**src/rtl/iir_multi_if.sv**
```systemverilog
// rtl/iir_multi_if.sv - sample-in / filtered-out handshake bundle for iir_multi
interface iir_multi_if #(
  parameter int width_p     = 10,
  parameter int coef_frac_p = 5,
  parameter int channels_p  = 4
);
  localparam int chan_w_lp = (channels_p > 1) ? $clog2(channels_p) : 1;

  logic                        valid_i;
  logic signed [width_p-1:0]   data_i;
  logic [chan_w_lp-1:0]        chan_i;
  logic [coef_frac_p:0]        coef_i;
  logic                        clear_i;
  logic                        ready_o;
  logic                        valid_o;
  logic signed [width_p-1:0]   data_o;
  logic [chan_w_lp-1:0]        chan_o;
  logic                        ready_i;

  modport slave (
    input  valid_i, data_i, chan_i, coef_i, clear_i, ready_i,
    output ready_o, valid_o, data_o, chan_o
  );

  modport master (
    output valid_i, data_i, chan_i, coef_i, clear_i, ready_i,
    input  ready_o, valid_o, data_o, chan_o
  );
endinterface

```
**src/rtl/iir_multi.sv**
```systemverilog
// rtl/iir_multi.sv - multi-channel first-order IIR low-pass; IIR_MULTI_ROUND_EN selects rounded saturating output
module iir_multi #(
  parameter int width_p     = 10,
  parameter int frac_p      = 22,
  parameter int coef_frac_p = 5,
  parameter int channels_p  = 4
) (
  input  logic       clk_i,
  input  logic       reset_i,
  iir_multi_if.slave io
);
  localparam int wf_lp     = width_p + frac_p;
  localparam int pw_lp     = wf_lp + coef_frac_p + 3;
  localparam int chan_w_lp = (channels_p > 1) ? $clog2(channels_p) : 1;
  localparam logic [coef_frac_p:0] one_lp = {1'b1, {coef_frac_p{1'b0}}};

  logic signed [wf_lp-1:0] state_q [channels_p];

  logic                      accept;
  logic                      chan_ok;
  logic                      load;
  logic signed [wf_lp-1:0]   x;
  logic signed [wf_lp-1:0]   s;
  logic [coef_frac_p:0]      bc;
  logic signed [wf_lp:0]     d;
  logic signed [pw_lp-1:0]   d_ext;
  logic signed [pw_lp-1:0]   bc_ext;
  logic signed [pw_lp-1:0]   prod;
  logic signed [wf_lp-1:0]   p;
  logic signed [wf_lp-1:0]   acc;
  logic signed [width_p-1:0] y;

  assign io.ready_o = ~io.valid_o | io.ready_i;
  assign accept     = io.valid_i & io.ready_o;
  assign chan_ok    = int'(io.chan_i) < channels_p;
  assign load       = accept & chan_ok;

  // Filter datapath: a coincident clear makes this sample start from zero state
  always_comb begin
    s = '0;
    if (!io.clear_i && chan_ok) s = state_q[io.chan_i];
    x      = {io.data_i, {frac_p{1'b0}}};
    bc     = (io.coef_i > one_lp) ? one_lp : io.coef_i;
    d      = {x[wf_lp-1], x} - {s[wf_lp-1], s};
    d_ext  = {{(pw_lp-wf_lp-1){d[wf_lp]}}, d};
    bc_ext = {{(pw_lp-coef_frac_p-1){1'b0}}, bc};
    prod   = d_ext * bc_ext;
    p      = wf_lp'(prod >>> coef_frac_p);
    acc    = s + p;
  end

`ifdef IIR_MULTI_ROUND_EN
  logic [width_p:0] rnd_hi;

  // Round half up on the integer part; only positive overflow is possible
  always_comb begin
    rnd_hi = (width_p+1)'(({acc[wf_lp-1], acc} +
             {{(width_p+1){1'b0}}, 1'b1, {(frac_p-1){1'b0}}}) >> frac_p);
    if (rnd_hi[width_p:width_p-1] == 2'b01) y = {1'b0, {(width_p-1){1'b1}}};
    else                                    y = rnd_hi[width_p-1:0];
  end
`else
  // Floor the state to its integer part
  always_comb begin
    y = acc[wf_lp-1:frac_p];
  end
`endif

  // Single-entry elastic output register
  always_ff @(posedge clk_i) begin
    if (reset_i) begin
      io.valid_o <= 1'b0;
      io.data_o  <= '0;
      io.chan_o  <= '0;
    end else if (load) begin
      io.valid_o <= 1'b1;
      io.data_o  <= y;
      io.chan_o  <= io.chan_i;
    end else if (io.ready_i) begin
      io.valid_o <= 1'b0;
    end
  end

  // Per-channel state: accepted sample wins over clear for its own channel
  always_ff @(posedge clk_i) begin
    for (int i = 0; i < channels_p; i++) begin
      if (reset_i)                               state_q[i] <= '0;
      else if (load && int'(io.chan_i) == i)     state_q[i] <= acc;
      else if (io.clear_i)                       state_q[i] <= '0;
    end
  end
endmodule

```
**src/flat_wrapper.sv**
```systemverilog
// flat-port wrapper written by rule: the top's interface ports become plain ports
module iir_multi_flat 
#(
  parameter int width_p     = 10,
  parameter int frac_p      = 22,
  parameter int coef_frac_p = 5,
  parameter int channels_p  = 4
)
  (clk_i, reset_i, io_valid_i, io_data_i, io_chan_i, io_coef_i, io_clear_i, io_ready_i, io_ready_o, io_valid_o, io_data_o, io_chan_o);
  iir_multi_if #(.width_p(width_p), .coef_frac_p(coef_frac_p), .channels_p(channels_p)) io_i ();
  input  logic clk_i;
  input  logic reset_i;
  input wire logic [$bits(io_i.valid_i)-1:0] io_valid_i;
  input wire logic [$bits(io_i.data_i)-1:0] io_data_i;
  input wire logic [$bits(io_i.chan_i)-1:0] io_chan_i;
  input wire logic [$bits(io_i.coef_i)-1:0] io_coef_i;
  input wire logic [$bits(io_i.clear_i)-1:0] io_clear_i;
  input wire logic [$bits(io_i.ready_i)-1:0] io_ready_i;
  output wire logic [$bits(io_i.ready_o)-1:0] io_ready_o;
  output wire logic [$bits(io_i.valid_o)-1:0] io_valid_o;
  output wire logic [$bits(io_i.data_o)-1:0] io_data_o;
  output wire logic [$bits(io_i.chan_o)-1:0] io_chan_o;
  assign io_i.valid_i = io_valid_i;
  assign io_i.data_i = io_data_i;
  assign io_i.chan_i = io_chan_i;
  assign io_i.coef_i = io_coef_i;
  assign io_i.clear_i = io_clear_i;
  assign io_i.ready_i = io_ready_i;
  assign io_ready_o = io_i.ready_o;
  assign io_valid_o = io_i.valid_o;
  assign io_data_o = io_i.data_o;
  assign io_chan_o = io_i.chan_o;
  iir_multi #(.width_p(width_p), .frac_p(frac_p), .coef_frac_p(coef_frac_p), .channels_p(channels_p)) u_core (.clk_i(clk_i), .reset_i(reset_i), .io(io_i));
endmodule
```
**config.mk**
```make
export PLATFORM = sky130hd
export DESIGN_NAME = iir_multi_flat
export DESIGN_NICKNAME = d
export VERILOG_FILES = /design/src/rtl/iir_multi_if.sv /design/src/rtl/iir_multi.sv /design/src/flat_wrapper.sv
export SDC_FILE = /design/constraint.sdc
export NUM_CORES = 1
export LEC_CHECK = 0
export ABC_AREA = 1
export CORE_MARGIN = 5
export CORE_UTILIZATION = 50
export DETAILED_ROUTE_END_ITERATION = 10
export GPL_TIMING_DRIVEN = 0
export PLACE_DENSITY = 0.67
export SYNTH_ARGS = -nofsm -noshare
export SYNTH_HDL_FRONTEND = slang
export SYNTH_SLANG_ARGS = --single-unit
```
**constraint.sdc**
```tcl
create_clock -name clk_i -period 14.73 [get_ports clk_i]
set_clock_uncertainty 0.2 [all_clocks]
set_input_delay 3.6825 -clock clk_i [delete_from_list [all_inputs] [get_ports clk_i]]
set_output_delay 3.6825 -clock clk_i [all_outputs]
set_load 0.02 [all_outputs]
```
==> flow_metrics.tcl, run 1 <==
set metrics [dict create \
    grt_pass1_vias 12990 \
    hold_class "reg -> reg" \
    setup_tns_ps 0 \
    async_flop_share_pct 0 \
    rsz0062_at_grt "no" \
    clock_path_buffers 2 \
    syn_to_final_growth_pct 10.48 \
    r2r_start "u_core.state_q[3][0]" \
    first_iter_violations 812 \
    critPathSlowestCell "fa_1" \
    critPathCaptureType "flip-flop" \
    hold_buffers 0 \
    tightest_slew_ps 867.2 \
    syn_area_um2 14910 \
    drtAntennaViolNets 0 \
    critical_path_buf_inv_count 7 \
    r2r_cells 38 \
    num_rows 63 \
    slew_headroom_pct 41.98 \
    arrival_ps 13240 \
    setup.worst_path.class "in -> reg" \
    htreeDepth 4 \
    io_buffers 35 \
    hold_start "u_core.io.chan_o[0]" \
    post_cts_resized 0 \
    yosysMostFrequentCell "nand2_1" \
    fin_crit_ps 13310 \
    viasPerCell 5.291 \
    slowest_delay_ps 570 \
    cts_buffers 17 \
    synth_nets 2164 \
    fillers 2802 \
    slew_violations 0 \
    num_io_pins 37 \
    hpwlAfterDp_um 32540 \
    synth_edf_count 128 \
    routed_wl_um 40420 \
    track_usage_pct 24.88 \
    cts_root_buffer "clkbuf_16" \
    max_freq_ghz 0.07515 \
    postCtsSetupRepairBufs 0 \
    crit_path_max_fanout 10 \
    antenna_found_initial 0 \
    synthFlopType "edfxtp_1" \
    drv_cap 0 \
    diodes 0 \
    hold-path-endpoint "u_core.io.chan_o[0]" \
    nets 2221 \
    firstDrtPassIters 5 \
    wl_per_cell_um 17.13 \
    fp.dieW_um 182.7 \
    clkTransAtPathRegs_ps 60 \
    crit_path_start_kind "primary input" \
    hold_depth 2 \
    coreArea_um2 29560 \
    synth_cells 1900 \
    avgSynthCellArea_um2 7.850 \
    synth_top_area_cell "edfxtp_1" \
    cts_tree "done" \
    synth_top_area_share_pct 25.77 \
    drive_gt1_share_pct 4.112 \
    grt_overflow 0 \
    yosys_warnings 0 \
    initial_utilization_pct 50.46 \
    finalWeightedCongestion 0.9403 \
    synthTopCellsByArea "edfxtp_1 26%, fa_1 17%, nand2_1 11%, ha_1 9.6%, nor2_1 8.7%" \
    r2r_end "u_core.state_q[0][26]" \
    rrSetupSlack_ps 5520 \
    synthDistinctLibCells 45 \
    die_y_um 182.7 \
    ys_top_cells_by_count "440 x nand2_1, 347 x nor2_1, 273 x inv_1, 128 x edfxtp_1, 127 x fa_1" \
    cp.required_ps 14670 \
    synth-seq-cells 141 \
    crit_top_cell "nand2_1" \
    period_share_pct 90.34 \
    seq_area_frac_synth_pct 27.52 \
    cts_sinks 141 \
    grt_first_pass_wirelength_um 66000 \
    final-hold-violation-count 0 \
    dr_total_vias 12490 \
    grt_max_degree 33 \
    drc 0 \
    insertion_delay_ps 420 \
    finalSetupViolCount 0 \
    status "completed" \
    crit_family "adder cells" \
    die_area_um2 33380 \
]
-- routing by layer --
metal / up-vias / wire length, um / GRT usage (%)
li1: 6117 / - / -
met1: 6011 / 18480 / 34.18
met2: 310 / 19680 / 42.92
met3: 48 / 1642 / 2.412
met4: 0 / 611 / 5.734
met5: - / 0 / 0
-- worst max path at each step --
stage | depth (start not counted) | from | slack [ps] | endpoint
2_1_floorplan | 36 | io_chan_i[1] | 3650 | u_core.state_q[0][29]
3_3_place_gp | 40 | io_chan_i[0] | 1100 | u_core.io.data_o[7]
3_5_place_dp | 38 | io_chan_i[0] | 1030 | u_core.state_q[2][29]
4_1_cts | 38 | io_chan_i[0] | 1440 | u_core.state_q[2][29]
5_1_grt | 40 | io_chan_i[0] | 890 | u_core.io.data_o[7]
6_report | 38 | io_chan_i[0] | 1420 | u_core.state_q[2][29]
-- state kept, by name, summed over array words and instances, names as in the netlist --
| signal | flops |
|---|---|
| u_core.io.chan_o | 2 |
| u_core.state_q | 128 |
| u_core.io.data_o | 10 |
| u_core.io.valid_o | 1 |
-- tightest hold or removal path: stages, from the launching register on --
cell	delay (ps)
dfxtp_1	310
nand2_1	60
a21oi_1	60
-- logic make-up after synthesis --
group                      count (synthesis)  share of synthesized area, %
buffers and inverters                    332                         8.607
xor gates and xnor gates                  89                         5.226
DFF                                      141                         27.52
and+or+nand+nor                          894                         23.95
adders and majority gates                241                         26.61
AOI/OAI and AO/OA                        203                         8.087
-- per-stage QoR --
step / hold slack (ps) / std cells / util [%] / cell area [um2] / worst slack, ps
after global placement: 260.1 / 2325 / 53.29 / 15750 / 1095
final: 272.3 / 2360 / 55.74 / 16480 / 1423
after detailed placement: 262.1 / 2328 / 53.67 / 15860 / 1031
after CTS: 273.2 / 2360 / 55.74 / 16480 / 1435
after floorplan: 336.6 / 1900 / - / 14910 / 3650
after global routing: 313.6 / 2360 / 55.74 / 16480 / 886.7
-- final cells by class --
cell class / count / area [um2] / area share (%)
Clock buffer: 22 / 474.2 / 2.878
Sequential cell: 141 / 4104 / 24.91
Tap cell: 390 / 488.0 / 2.961
Clock inverter: 10 / 138.9 / 0.8429
Buffer: 54 / 240.2 / 1.458
Inverter: 278 / 1044 / 6.333
Multi-Input combinational cell: 1427 / 9563 / 58.04
Timing Repair Buffer: 38 / 425.4 / 2.582
-- cells in the final DEF (no fill, tap or decap), types with 4 or more instances in the layout --
| master | instances |
|---|---|
| xnor2_1 | 29 |
| o21bai_1 | 4 |
| o21ai_1 | 7 |
| nand4_1 | 7 |
| nand3_1 | 53 |
| o21a_1 | 8 |
| clkdlybuf4s50_1 | 35 |
| nand2_1 | 439 |
| clkbuf_16 | 17 |
| nand2_2 | 7 |
| xor2_1 | 60 |
| o211ai_1 | 7 |
| a31oi_1 | 11 |
| fa_1 | 127 |
| buf_2 | 6 |
| nor2_1 | 347 |
| a21oi_1 | 84 |
| clkbuf_1 | 44 |
| a22o_1 | 20 |
| or2_2 | 9 |
| inv_1 | 273 |
| dfxtp_1 | 13 |
| clkinvlp_4 | 4 |
| a21o_1 | 4 |
| nor2_2 | 6 |
| nor3_1 | 10 |
| edfxtp_1 | 128 |
| ha_1 | 114 |
| o21ai_0 | 41 |
Power of run 1 is left out: the tool's default activity adds up to more than one toggle a clock period on the data nets, which glitch-free logic cannot reach.
==> inputs of run 2 (changes only) <==
SETUP_SLACK_MARGIN = 0.5   (was unset)
==> results of run 2 <==
No change in the layout: final DEF, timing and power equal those of run 1.
Power of run 2 is left out for the same reason.
